File: config.mk
export PLATFORM = sky130hd
export DESIGN_NAME = alu_issue_stage
export DESIGN_NICKNAME = d
export VERILOG_FILES = /design/src/rtl/alu_issue_stage.sv
export SDC_FILE = /design/constraint.sdc
export NUM_CORES = 1
export LEC_CHECK = 0
export CORE_MARGIN = 8
export CORE_UTILIZATION = 44
export DETAILED_ROUTE_END_ITERATION = 12
export PLACE_DENSITY = 0.85
export SETUP_SLACK_MARGIN = 0.5
export SYNTH_ARGS = -nofsm -noshare
export SYNTH_HDL_FRONTEND = slang
export SYNTH_SLANG_ARGS = --single-unit
File: constraint.sdc
create_clock -name clk -period 4.45 [get_ports clk]
set_input_delay 0.89 -clock clk [delete_from_list [all_inputs] [get_ports clk]]
set_output_delay 0.89 -clock clk [all_outputs]
set_load 0.01 [all_outputs]
File: src/rtl/alu_issue_stage.sv
// ALU issue stage: single register slot between decode and the ALU.
// Forwards rs1/rs2 from EX/WB at capture time, then selects the ALU operands.
module alu_issue_stage (
    input  logic        clk,
    input  logic        rst_n,
    input  logic        in_valid,
    output logic        in_ready,
    input  logic [31:0] in_pc,
    input  logic [31:0] in_rs1_data,
    input  logic [31:0] in_rs2_data,
    input  logic [31:0] in_imm,
    input  logic [4:0]  in_rs1,
    input  logic [4:0]  in_rs2,
    input  logic [4:0]  in_rd,
    input  logic        in_ALUAsrc,
    input  logic [1:0]  in_ALUBsrc,
    input  logic [3:0]  in_ALUctr,
    input  logic        in_regwr,
    input  logic        ex_fwd_valid,
    input  logic [4:0]  ex_fwd_rd,
    input  logic [31:0] ex_fwd_data,
    input  logic        wb_fwd_valid,
    input  logic [4:0]  wb_fwd_rd,
    input  logic [31:0] wb_fwd_data,
    input  logic        flush,
    output logic        out_valid,
    input  logic        out_ready,
    output logic [31:0] dataa,
    output logic [31:0] datab,
    output logic [3:0]  ALUctr,
    output logic [31:0] out_store_data,
    output logic [31:0] out_pc,
    output logic [4:0]  out_rd,
    output logic        out_regwr
);

    logic [1:0][4:0]  src_idx;
    logic [1:0][31:0] src_data;
    logic [1:0][31:0] fwd_val;

    logic        valid_reg;
    logic [31:0] dataa_reg;
    logic [31:0] datab_reg;
    logic [3:0]  ctr_reg;
    logic [31:0] store_reg;
    logic [31:0] pc_reg;
    logic [4:0]  rd_reg;
    logic        regwr_reg;

    logic [31:0] datab_next;
    logic        load;

    assign src_idx[0]  = in_rs1;
    assign src_idx[1]  = in_rs2;
    assign src_data[0] = in_rs1_data;
    assign src_data[1] = in_rs2_data;

    // x0 is hardwired to zero; EX is the younger producer so it wins over WB.
    genvar gi;
    generate
        for (gi = 0; gi < 2; gi++) begin : g_fwd
            assign fwd_val[gi] =
                (src_idx[gi] == 5'd0)                            ? 32'h0 :
                (ex_fwd_valid && (ex_fwd_rd == src_idx[gi]))     ? ex_fwd_data :
                (wb_fwd_valid && (wb_fwd_rd == src_idx[gi]))     ? wb_fwd_data :
                                                                   src_data[gi];
        end
    endgenerate

    always_comb begin
        datab_next = fwd_val[1];
        case (in_ALUBsrc)
            2'b00:   datab_next = fwd_val[1];
            2'b01:   datab_next = in_imm;
            2'b10:   datab_next = 32'd4;
            default: datab_next = 32'd0;
        endcase
    end

    assign in_ready = ~valid_reg | out_ready;
    assign load     = in_valid & in_ready & ~flush;

    always_ff @(posedge clk) begin
        if (!rst_n) begin
            valid_reg <= 1'b0;
            dataa_reg <= 32'h0;
            datab_reg <= 32'h0;
            ctr_reg   <= 4'h0;
            store_reg <= 32'h0;
            pc_reg    <= 32'h0;
            rd_reg    <= 5'h0;
            regwr_reg <= 1'b0;
        end else if (flush) begin
            valid_reg <= 1'b0;
        end else if (load) begin
            valid_reg <= 1'b1;
            dataa_reg <= in_ALUAsrc ? in_pc : fwd_val[0];
            datab_reg <= datab_next;
            ctr_reg   <= in_ALUctr;
            store_reg <= fwd_val[1];
            pc_reg    <= in_pc;
            rd_reg    <= in_rd;
            regwr_reg <= in_regwr;
        end else if (out_ready) begin
            valid_reg <= 1'b0;
        end
    end

    assign out_valid      = valid_reg;
    assign dataa          = dataa_reg;
    assign datab          = datab_reg;
    assign ALUctr         = ctr_reg;
    assign out_store_data = store_reg;
    assign out_pc         = pc_reg;
    assign out_rd         = rd_reg;
    assign out_regwr      = regwr_reg;

endmodule

-- Word-level counts from Yosys, hierarchy flattened
Index checks and enable logic that the tools add are counted.
- flip-flop bits (word level): 139
- latch bits: 0
- memory bits (writable): 0
- ROM bits: 0
- input port bits: 232
- output and inout port bits: 140
- word-level logic and storage cells: 40
- memories kept: 0
- add/sub/neg operators: 0
- multiply operators: 0
- divide/modulo/power cells: 0
- magnitude comparators: 0
- equal/unequal tests: 6
- shifts and indexed selects: 0
- muxes and demuxes: 10
- bitwise gates (word level): 6
- reductions and logical operators: 10
- operator list (kind ; count):
    $mux 32 ; 7
    $pmux 32 s3 ; 1
    $eq 5x5->1 ; 4
    $logic_not 5->1 ; 2
    $logic_and 1x1->1 ; 4
    $not 1->1 ; 3
    $and 1x1->1 ; 2
    $eq 2x1->1 const B ; 1
    $eq 2x2->1 const B ; 1
    $logic_not 2->1 ; 1
    $mux 1 ; 2
    $reduce_and 2->1 ; 1
    $reduce_bool 2->1 ; 1
    $reduce_or 2->1 ; 1
    $or 1x1->1 ; 1

-- Longest topological paths before layout
- depth after elaboration: 6
- depth in mapped cells: 8
- depth with buffers taken out: 6

-- Worst setup path before layout
Ideal clock, no wire load.
- path kind: input to register
- start: input port flush
- end: register datab_reg[1] (netlist: datab[1])
- library setup time: 0.071 ns
- data arrival time: 2.103 ns
- required time: 4.379 ns
- path slack: 2.276 ns
- stages on the path: 7
- path buffers: 2
- cells stage by stage: nand2b_4 -> nand2b_4 -> buf_6 -> or3_4 -> nor3_4 -> buf_6 -> o2bb2ai_1
- word-level cells in the longest chain between the ends: 3
- RTL lines (what ; RTL line ; RTL):
    start, declared ; 25 ; input logic flush,
    $not 1->1 (no source line) (*) ; - ;
    $and 1x1->1 ; 81 ; assign load = in_valid & in_ready & ~flush;
    $reduce_and 2->1 (no source line) (*) ; - ;
    end signal, assigned ; 98 ; datab_reg <= datab_next;
    end, declared ; 43 ; logic [31:0] datab_reg;
Mark *: on every way between the ends. The rest lies on a longest branch, timed or not.
A chain may end at the register's enable or synchronous reset.

-- Worst setup path after layout
- start: input port out_ready
- end: output port in_ready
- word-level cells in the longest chain between the ends: 1
- RTL lines (what ; RTL line ; RTL):
    start, declared ; 27 ; input logic out_ready,
    $or 1x1->1 ; 80 ; assign in_ready = ~valid_reg | out_ready;
    end, declared ; 7 ; output logic in_ready,
Every way passes these cells.

==> results.toml <==
[outcome]
status = "finished, final reports clean"

[synthesis]
synth-seq-area-share_pct = 37.9
ys_async_sr_fraction_pct = 0
syn_nets = 1129
yosys.area.top_type = "dfxtp_1"
synth_seq_cells = 139
netlist_area_um2 = 7340
yosysTopAreaCellShare_pct = 37.9
synthTopCellsByArea = "dfxtp_1 38%, a21oi_1 7.2%, o211ai_1 6.1%, o21ai_0 5.4%, nand2_1 4.5%"
syn_area_per_cell_um2 = 8.19
synth_edf_count = 0
ys_warn_count = 0
synth_ff_type = "dfxtp_1"
netlist_instances = 897
yosys.cell_types.count = 41

[power_and_ir_drop]
p_per_area_nw_per_um2 = 316
irDropWorstVdd_mv = 0.255
sw_frac_of_total_pct = 28.4
p_int_mw = 2.64
leakage_nw = 3.99
power.net_switching_mw = 1.05
power_frac_clock_pct = 40.8
seqPwrFrac_pct = 37.3
comb_power_share_pct = 21.9

[critical_path]
startpoint_type = "input port"
path_common_cell = "clkdlybuf4s50_1"
critPathMaxFanout = 3
cp_data_required_time_ns = 3.56
cp_slowest_stage_delay_ns = 0.54
worstPathArrival_ns = 2.07
r2r_slack_ns = 2.27
crit_chain = "clkdlybuf4s50_1, nor2b_4, inv_2, clkdlybuf4s50_1"
cp_slowest_cell = "clkdlybuf4s50_1"
end_kind = "output port"
path_class = "input port to output port"

[global_route]
grt_overflow = 0
grt_use_total_pct = 31.9
grt_max_degree = 95
grt_pass1_vias = 8560
grt_pass1_wl_mm = 53.0
antenna_found_initial = 3

[sta]
fin_skew_ns = 0.00594
fmaxAchievable_mhz = 337
rsz0062_at_grt = "false"
tightest_slew_ns = 1.22
final-setup-viol-count = 0
slew_headroom_pct = 18.6
hold_viol_final = 0
period_minus_slack_ns = 2.96
tns_ns = 0
fin_crit_sh_pct = 66.6
maxSlewViolCount = 0

[flow_run]
maxCapViolCount = 0

[place]
place_inst = 1413
io_buffers = 371
gp_congestion = 0.999
dpl.hpwl_mm = 26.4

[min_path]
hp-class = "flip-flop to flip-flop"

[clocking]
holdBufCountCts = 0
clock_latency_ns = 0.43
postCtsResizedCells = 0
post_cts_buffers = 0
cts_buffer_depth = 2
cts.clk_slew.worst_paths_ns = 0.06
htreeDepth = 4
cts_sinks = 139
cts-buffers-inserted = 17
cts_tree = "yes"
cts_root_buffer = "clkbuf_16"

[finish]
final_common_cell = "clkdlybuf4s50_1"
finalNonFillerCells = 1447
final_cell_mix = "370 x clkdlybuf4s50_1, 139 x dfxtp_1, 105 x a21oi_1"
fin_nets = 1444
drive_above_1_share_pct = 5.71
syn_to_final_growth_pct = 58.9

[drt]
post_drt_via_cell_ratio = 6.10
drc = 0
drt-initial-drc-count = 903
drt-total-wl_mm = 35.3
first_pass_iters = 5
wl_per_cell_um = 24.4
vias = 8821
final_antenna_net_count = 0

[floorplan]
die_area_um2 = 21100
io_pins = 372
start_util_pct = 44.6
coreArea_um2 = 16500
fp-row-count = 47
die_x_um = 145
die_h_um = 145
[cells by family after synthesis]
logic type | synth area share [%]
AOI/OAI and AO/OA | 34.4
and+or+nand+nor | 14.4
DFF | 37.9
buffers and inverters | 6.58
muxes | 4.36
xor gates and xnor gates | 2.39
[power groups by stage]
stage	registers [mW]	logic, mW	clock network (mW)
3_5_place_dp	1.40	0.796	0
5_1_grt	1.38	0.852	1.57
6_report	1.37	0.807	1.50
2_1_floorplan	1.42	0.283	0
3_3_place_gp	1.39	0.787	0
4_1_cts	1.37	0.800	1.51
[stage by stage]
| step | util, % | hold slack, ns | total power [mW] | instance area (µm²) | setup slack, ns |
|---|---|---|---|---|---|
| 6_report | 70.9 | 0.456 | 3.68 | 11700 | 1.49 |
| 2_1_floorplan | - | 0.481 | 1.71 | 7340 | 2.28 |
| 5_1_grt | 70.9 | 0.470 | 3.80 | 11700 | 1.43 |
| 3_3_place_gp | 67.1 | 0.441 | 2.18 | 11100 | 1.22 |
| 3_5_place_dp | 67.1 | 0.445 | 2.19 | 11100 | 1.17 |
| 4_1_cts | 70.9 | 0.454 | 3.68 | 11700 | 1.47 |
[worst max-delay path: cells and delay by family]
kind | cells | cell delay, ns
buffers and inverters | 3 | 1.11
and+or+nand+nor | 1 | 0.06
[synthesized netlist by cell type (3+ instances only)]
master and n:
nor3_1 35, o211ai_1 60, o2bb2ai_1 30, o21ai_0 79, nand3_1 38, xor2_1 8, mux2i_1 32, a21o_1 3
nand2_1 89, a21oi_1 105, dfxtp_1 139, xnor2_1 12, buf_2 20, o21ai_1 15, and3_1 32, nor2_1 5
o22a_1 30, a22o_1 32, buf_6 10, clkbuf_1 65, a31oi_1 31
[layout make-up]
cell class | count | area, µm²
timing repair buffer | 394 | 3880
antenna | 2 | 5.00
multi-input combinational | 657 | 4100
inverter | 3 | 11.3
fill | 1327 | 4790
sequential | 139 | 2780
tap | 220 | 275
clock buffer | 18 | 429
clock inverter | 14 | 185
[per-layer routing]
metal	global-route usage [%]	routed length, µm	up-vias
met1	39.8	14300	4203
met3	8.27	3310	83
li1	-	-	3993
met4	14.4	1430	2
met5	0	10	-
met2	50.7	16200	540
[final timing paths]
path / from / endpoint / depth (start not counted)
worst max-delay path: out_ready / in_ready / 4
worst min register to register: out_pc[17] / out_pc[17] / 2
worst min-delay path: out_pc[17] / out_pc[17] / 2
worst max register to register: out_valid / datab[18] / 7
Power figures use the tool's default switching activity.
